### config.mk
export PLATFORM = sky130hd
export DESIGN_NAME = md_ctrl
export DESIGN_NICKNAME = d
export VERILOG_FILES = /design/src/rtl/md_pkg.sv /design/src/rtl/md_div_iter.sv /design/src/rtl/md_ctrl.sv
export SDC_FILE = /design/constraint.sdc
export NUM_CORES = 2
export LEC_CHECK = 0
export CAP_MARGIN = 20
export CORE_ASPECT_RATIO = 1.25
export CORE_MARGIN = 1
export CORE_UTILIZATION = 50
export DETAILED_ROUTE_END_ITERATION = 8
export PLACE_DENSITY = 0.74
export SLEW_MARGIN = 10
export SYNTH_ARGS = -nofsm -noshare
export SYNTH_HDL_FRONTEND = slang
export SYNTH_HIERARCHICAL = 1
export SYNTH_SLANG_ARGS = --single-unit
### constraint.sdc
create_clock -name clk -period 5.4 [get_ports clk]
set_clock_uncertainty 0.05 [all_clocks]
set_input_delay 0.81 -clock clk [delete_from_list [all_inputs] [get_ports clk]]
set_output_delay 0.81 -clock clk [all_outputs]
set_load 0.01 [all_outputs]
### src/rtl/md_pkg.sv
// Shared encodings and defaults for the HI/LO multiply/divide controller.
package md_pkg;
  localparam int XLEN           = 32;
  localparam int DIV_CYCLES_DEF = 32;

  typedef enum logic [2:0] {
    OP_MULT  = 3'd0,
    OP_MULTU = 3'd1,
    OP_DIV   = 3'd2,
    OP_DIVU  = 3'd3,
    OP_MTHI  = 3'd4,
    OP_MTLO  = 3'd5
  } md_op_e;

  typedef enum logic [1:0] {
    ST_IDLE = 2'd0,
    ST_MUL  = 2'd1,
    ST_DIV  = 2'd2,
    ST_DONE = 2'd3
  } md_state_e;

  // Which source feeds hi/lo when the DONE cycle commits.
  typedef enum logic [1:0] {
    RES_MUL = 2'd0,
    RES_DIV = 2'd1,
    RES_DBZ = 2'd2
  } md_res_e;
endpackage

### src/rtl/md_div_iter.sv
// Unsigned restoring divider, one quotient bit per cycle; magnitudes only.
module md_div_iter import md_pkg::*; #(
  parameter int DIV_CYCLES = DIV_CYCLES_DEF
) (
  input  logic            clk,
  input  logic            rst,
  input  logic            start,
  input  logic            abort,
  input  logic [XLEN-1:0] dividend,
  input  logic [XLEN-1:0] divisor,
  output logic [XLEN-1:0] quotient,
  output logic [XLEN-1:0] remainder,
  output logic            last
);
  localparam int CNT_W = $clog2(DIV_CYCLES + 1);

  logic [CNT_W-1:0] cnt;
  logic [XLEN-1:0]  quo_q, rem_q, dvs_q;
  logic [XLEN:0]    shifted, diff;

  assign shifted   = {rem_q, quo_q[XLEN-1]};
  assign diff      = shifted - {1'b0, dvs_q};
  assign last      = (cnt == CNT_W'(1));
  assign quotient  = quo_q;
  assign remainder = rem_q;

  always_ff @(posedge clk or negedge rst) begin
    if (!rst)               cnt <= '0;
    else if (abort)         cnt <= '0;
    else if (start)         cnt <= CNT_W'(DIV_CYCLES);
    else if (cnt != '0)     cnt <= cnt - CNT_W'(1);
  end

  // Quotient register doubles as the dividend shift register.
  always_ff @(posedge clk) begin
    if (start) begin
      quo_q <= dividend;
      rem_q <= '0;
      dvs_q <= divisor;
    end else if (cnt != '0) begin
      if (!diff[XLEN]) begin
        rem_q <= diff[XLEN-1:0];
        quo_q <= {quo_q[XLEN-2:0], 1'b1};
      end else begin
        rem_q <= shifted[XLEN-1:0];
        quo_q <= {quo_q[XLEN-2:0], 1'b0};
      end
    end
  end
endmodule

### src/rtl/md_ctrl.sv
// HI/LO multiply/divide controller: stalls EX while a MUL/DIV runs, commits in DONE.
module md_ctrl import md_pkg::*; #(
  parameter int MUL_CYCLES = 2,
  parameter int DIV_CYCLES = DIV_CYCLES_DEF
) (
  input  logic            clk,
  input  logic            rst,
  input  logic            flush,
  input  logic            req_valid,
  input  logic [2:0]      req_op,
  input  logic [XLEN-1:0] op_a,
  input  logic [XLEN-1:0] op_b,
  output logic            stall,
  output logic            busy,
  output logic            done,
  output logic            div_by_zero,
  output logic [XLEN-1:0] hi,
  output logic [XLEN-1:0] lo
);

  function automatic logic [XLEN-1:0] cond_neg(input logic [XLEN-1:0] v, input logic neg);
    logic signed [XLEN-1:0] sv;
    sv = v;
    return neg ? -sv : sv;
  endfunction

  md_state_e state, state_nxt;
  md_res_e   res_kind_q;
  logic      q_neg_q, r_neg_q;
  logic      accept, acc_mul, acc_div, acc_dbz, acc_mthi, acc_mtlo;
  logic      is_div, op_signed, commit;
  logic [XLEN-1:0] a_q, hi_q, lo_q, res_hi, res_lo;
  logic [XLEN-1:0] div_a_mag, div_b_mag, div_quo, div_rem;
  logic            div_last;

  logic signed [2*XLEN-1:0] mul_a, mul_b, mul_prod;
  logic [2*XLEN-1:0]        prod_p [MUL_CYCLES];
  logic [MUL_CYCLES-1:0]    vld_p;

  assign op_signed = (req_op == OP_MULT) || (req_op == OP_DIV);
  assign is_div    = (req_op == OP_DIV) || (req_op == OP_DIVU);
  assign accept    = (state == ST_IDLE) && req_valid && !flush && (req_op <= OP_MTLO);
  assign acc_mul   = accept && ((req_op == OP_MULT) || (req_op == OP_MULTU));
  assign acc_div   = accept && is_div && (op_b != '0);
  assign acc_dbz   = accept && is_div && (op_b == '0);
  assign acc_mthi  = accept && (req_op == OP_MTHI);
  assign acc_mtlo  = accept && (req_op == OP_MTLO);

  // Exact 64-bit product from 32-bit operands, sign- or zero-extended.
  assign mul_a    = {{XLEN{op_signed & op_a[XLEN-1]}}, op_a};
  assign mul_b    = {{XLEN{op_signed & op_b[XLEN-1]}}, op_b};
  assign mul_prod = mul_a * mul_b;

  assign div_a_mag = cond_neg(op_a, op_signed & op_a[XLEN-1]);
  assign div_b_mag = cond_neg(op_b, op_signed & op_b[XLEN-1]);

  md_div_iter #(.DIV_CYCLES(DIV_CYCLES)) u_div (
    .clk       (clk),
    .rst       (rst),
    .start     (acc_div),
    .abort     (flush),
    .dividend  (div_a_mag),
    .divisor   (div_b_mag),
    .quotient  (div_quo),
    .remainder (div_rem),
    .last      (div_last)
  );

  // Stage p0 captures the product on accept; later stages hold it until DONE.
  always_ff @(posedge clk) begin
    if (acc_mul) prod_p[0] <= mul_prod;
    for (int i = 1; i < MUL_CYCLES; i++) prod_p[i] <= prod_p[i-1];
    if (acc_dbz) a_q <= op_a;
  end

  always_ff @(posedge clk or negedge rst) begin
    if (!rst) begin
      state      <= ST_IDLE;
      vld_p      <= '0;
      res_kind_q <= RES_MUL;
      q_neg_q    <= 1'b0;
      r_neg_q    <= 1'b0;
    end else begin
      state <= state_nxt;
      vld_p <= flush ? '0 : ((vld_p << 1) | MUL_CYCLES'(acc_mul));
      if (acc_mul || acc_div || acc_dbz) begin
        res_kind_q <= acc_mul ? RES_MUL : (acc_div ? RES_DIV : RES_DBZ);
        q_neg_q    <= op_signed & (op_a[XLEN-1] ^ op_b[XLEN-1]);
        r_neg_q    <= op_signed & op_a[XLEN-1];
      end
    end
  end

  always_comb begin
    state_nxt = state;
    stall     = 1'b0;
    busy      = (state != ST_IDLE);
    unique case (state)
      ST_IDLE: begin
        stall = rst && req_valid && !flush && (req_op <= OP_DIVU);
        if (acc_mul)      state_nxt = ST_MUL;
        else if (acc_div) state_nxt = ST_DIV;
        else if (acc_dbz) state_nxt = ST_DONE;
      end
      ST_MUL: begin
        stall = 1'b1;
        if (flush)                        state_nxt = ST_IDLE;
        else if (vld_p[MUL_CYCLES-1])     state_nxt = ST_DONE;
      end
      ST_DIV: begin
        stall = 1'b1;
        if (flush)         state_nxt = ST_IDLE;
        else if (div_last) state_nxt = ST_DONE;
      end
      ST_DONE:  state_nxt = ST_IDLE;
      default:  state_nxt = ST_IDLE;
    endcase
  end

  // Results are presented during DONE and written into hi/lo only if not flushed.
  always_comb begin
    res_hi = hi_q;
    res_lo = lo_q;
    unique case (res_kind_q)
      RES_MUL: {res_hi, res_lo} = prod_p[MUL_CYCLES-1];
      RES_DIV: begin
        res_lo = cond_neg(div_quo, q_neg_q);
        res_hi = cond_neg(div_rem, r_neg_q);
      end
      RES_DBZ: begin
        res_lo = '1;
        res_hi = a_q;
      end
      default: ;
    endcase
  end

  assign commit      = (state == ST_DONE) && !flush;
  assign done        = commit;
  assign div_by_zero = commit && (res_kind_q == RES_DBZ);
  assign hi          = commit ? res_hi : hi_q;
  assign lo          = commit ? res_lo : lo_q;

  always_ff @(posedge clk or negedge rst) begin
    if (!rst) begin
      hi_q <= '0;
      lo_q <= '0;
    end else if (commit) begin
      hi_q <= res_hi;
      lo_q <= res_lo;
    end else begin
      if (acc_mthi) hi_q <= op_a;
      if (acc_mtlo) lo_q <= op_a;
    end
  end
endmodule

==> run_results.csv <==
group,metric,value,unit
hold_path,min_path_type,"input port to asynchronous set/reset pin",
sta,fin_crit,7760,ps
sta,post-route-period-util,144,%
route,drt_iter0_markers,4125,
clock_tree,clock_latency,590,ps
route,viasPerCell,5.70,
route,route.detailed.drc,74,
setup_path,cp.required,5760,ps
route,wl,194000,microns
grt,antenna_found_initial,10,
route,vias,46400,
clock_tree,clk_path_buf_depth,3,
die,coreArea,110000,sq um
die,die_area,113000,sq um
run_status,violations,"design-rule violations, negative setup slack",
sta,worst_slack,-2360,ps
grt,gr-usage-all-layers,33.4,%
logic_synthesis,synth_area,55900,sq um
logic_synthesis,synth_area_leaders,"fa_1, edfxtp_1, inv_1",
sta,maxSlewViolCount,0,
layout,final_nets,8119,
clock_tree,tritoncts,"yes",
setup_path,worstPathArrival,8120,ps
run_status,status,"finished with violations",
logic_synthesis,ys_seq_area_share,15.5,%
route,final_antenna_net_count,0,
setup_path,worstSetupEndpointType,"flip-flop",
die,row_count,136,
setup_path,crit_path_top_delay_cell,"fa_1",
logic_synthesis,avgSynthCellArea,9.24,sq um
setup_path,cp-start-kind,"input port",
clock_tree,htree_levels,1,
logic_synthesis,synth-edff-count,160,
setup_path,critPathTopFamily,"adder cells",
clock_tree,clk_pin_slew_worst_paths,70,ps
logic_synthesis,synth-main-ff-cell,"edfxtp_1",
setup_path,worst_path_most_repeated_cell,"fa_1",
place,port_buffers,138,
die,chipHeight,376,microns
setup_path,worst-path-max-fanout,4,
sta,worst_slew_pin_slew,1130,ps
logic_synthesis,netlist.area_leader.share,40.3,%
logic_synthesis,synth_area_leader_cell,"fa_1",
place,hpwl,152000,microns
sta,timing.slew.headroom,24.4,%
clock_tree,clock-sinks,334,
sta,setup_violations,54,
place,place.gp.congestion,1.01,
grt,grt_remaining_overflow,0,
layout,fin_area,68900,sq um
logic_synthesis,synth_cells,6049,
route,wl_per_cell,23.8,microns
logic_synthesis,synth_cell_type_count,99,
logic_synthesis,synthArstFlopShare,23.4,%
layout,syn_to_final_growth,23.2,%
sta,hold_viol,0,
logic_synthesis,synth_fp_nets,7502,
clock_tree,holdBufCountCts,0,
place,dpl_cell_area,64600,sq um
logic_synthesis,ys_ff_latch,334,
route,dr.pass1.iters,8,
die,die_x,301,microns
clock_tree,cts-root-buf,"clkbuf_16",
sta,rsz0062_at_grt,"true",
grt,grt_pass1_wl,283000,microns
logic_synthesis,yosysWarnings,6,
setup_path,cpPeakStageDelay,560,ps
sta,max_clock_freq,0.129,GHz
die,ios,139,
grt,grt_max_degree,82,
grt,grt_pass1_vias,48000,
run,cap_violations,0,
layout,layout-drive-gt1-share,21.3,%
setup_path,timing_worst_setup_path_type,"input port to flip-flop",
die,initial_core_util,50.6,%
setup_path,crit_buf_inv,11,
clock_tree,cts_buffers,30,
worst register-to-register path, stage by stage, from the launching register on:
cell      delay (ps)
edfxtp_1         420
inv_1            190
ha_1             220
fa_1             220
nand2b_1         160
a21oi_2           90
nor4_4           410
or4b_4           270
nand2_4          100
o21a_4           280
o211ai_4         880
mux2_4           380
a211oi_2         200
sequential cells by signal (all words and copies together), names as in the netlist:
signal / count
prod_p: 128
a_q: 32
hi_q: 32
lo_q: 32
u_div/dvs_q: 32
u_div/quotient: 32
u_div/remainder: 32
u_div/cnt: 6
res_kind_q: 2
state: 2
vld_p: 2
q_neg_q: 1
r_neg_q: 1
cell usage in the layout (no fill, tap or decap), drive strengths merged, types with 96 or more instances in the layout:
master  count
a21oi     156
and2      286
buf       836
dfxtp      96
edfxtp    160
fa       1126
ha        256
inv      1224
nand2     999
nor2      278
o21ai     154
xnor2     128
cell type report:
cell class	count	area, sq um
well taps	1449	1810
diodes	6	15.0
multi-input cells	4133	43400
clock buffers	39	901
flip-flops and latches	334	8680
inverters	1226	4620
clock inverters	17	163
repair buffers	941	9330
fillers	8528	41600
per-layer routing:
| layer | vias to the layer above | GRT usage [%] | share of wire (%) |
|---|---|---|---|
| met1 | 23400 | 40.8 | 34 |
| met3 | 711 | 5.21 | 10 |
| met4 | 6 | 22.4 | 9.1 |
| met5 | - | 0 | 0.025 |
| li1 | 19700 | - | - |
| met2 | 2643 | 54.9 | 47 |
final timing paths:
kind | startpoint | end | slack [ps] | cells past startpoint
max | req_op[2] | prod_p[0][62] | -2360 | 32
min | rst | u_div/cnt[4] | 40 | 1
max reg2reg | u_div/quotient[31] | u_div/remainder[16] | 1460 | 12
min reg2reg | prod_p[0][0] | prod_p[0][64] | 290 | 0
max in group asynchronous | rst | res_kind_q[1] | 3970 | 2
min in group clk | prod_p[0][0] | prod_p[0][64] | 290 | 0
kinds of logic (layout without fill, tap and decap cells):
logic type / Yosys count / after routing / share of synthesized area, %
other cells: 0 / 6 / 0
xor+xnor: 219 / 219 / 3.43
mux: 109 / 109 / 2.63
buf+inv: 1582 / 2223 / 10.7
compound gates: 601 / 601 / 6.94
flops: 334 / 334 / 15.5
simple gates: 1822 / 1822 / 14.7
fa+ha+maj: 1382 / 1382 / 46.0
synth_stat cells, types with 28 or more instances:
cell      count
a211oi_1     34
a21o_1       37
a21oi_1     155
a31oi_1      45
and2_1      286
and3_1       29
buf_1        60
clkbuf_1    287
dfrtp_1      78
dfxtp_1      96
edfxtp_1    160
fa_1       1126
ha_1        256
inv_1      1224
mux2_2       50
mux2i_1      32
nand2_1     998
nand2b_1     28
nand3_1      34
nor2_1      278
nor3_1       45
o21ai_0     138
o31ai_1      34
xnor2_1     128
xor2_1       91
through the flow:
stage / setup TNS, ps / utilization [%] / hold WS [ps] / instances / setup WS, ps
after floorplan: -89230 / - / 273 / 6049 / -2820
after global placement: -154060 / 58.5 / 274 / 7941 / -3530
after detailed placement: -152900 / 58.5 / 277 / 7941 / -3490
after CTS: -90940 / 60.7 / 43.8 / 8058 / -2380
after global routing: -100100 / 62.4 / 53.4 / 8140 / -2590
final: -91780 / 62.4 / 41.2 / 8145 / -2360
repair_timing:
item                                    4_1_cts  5_1_grt
gates resized for setup                     238      334
endpoints found under the setup margin       59       54
cloned                                        7        5
pin swaps                                   126      203
buffers inserted                             54       84
Power is not shown: default switching activity piles up to over one toggle a cycle in this logic, so the estimate is an artifact.
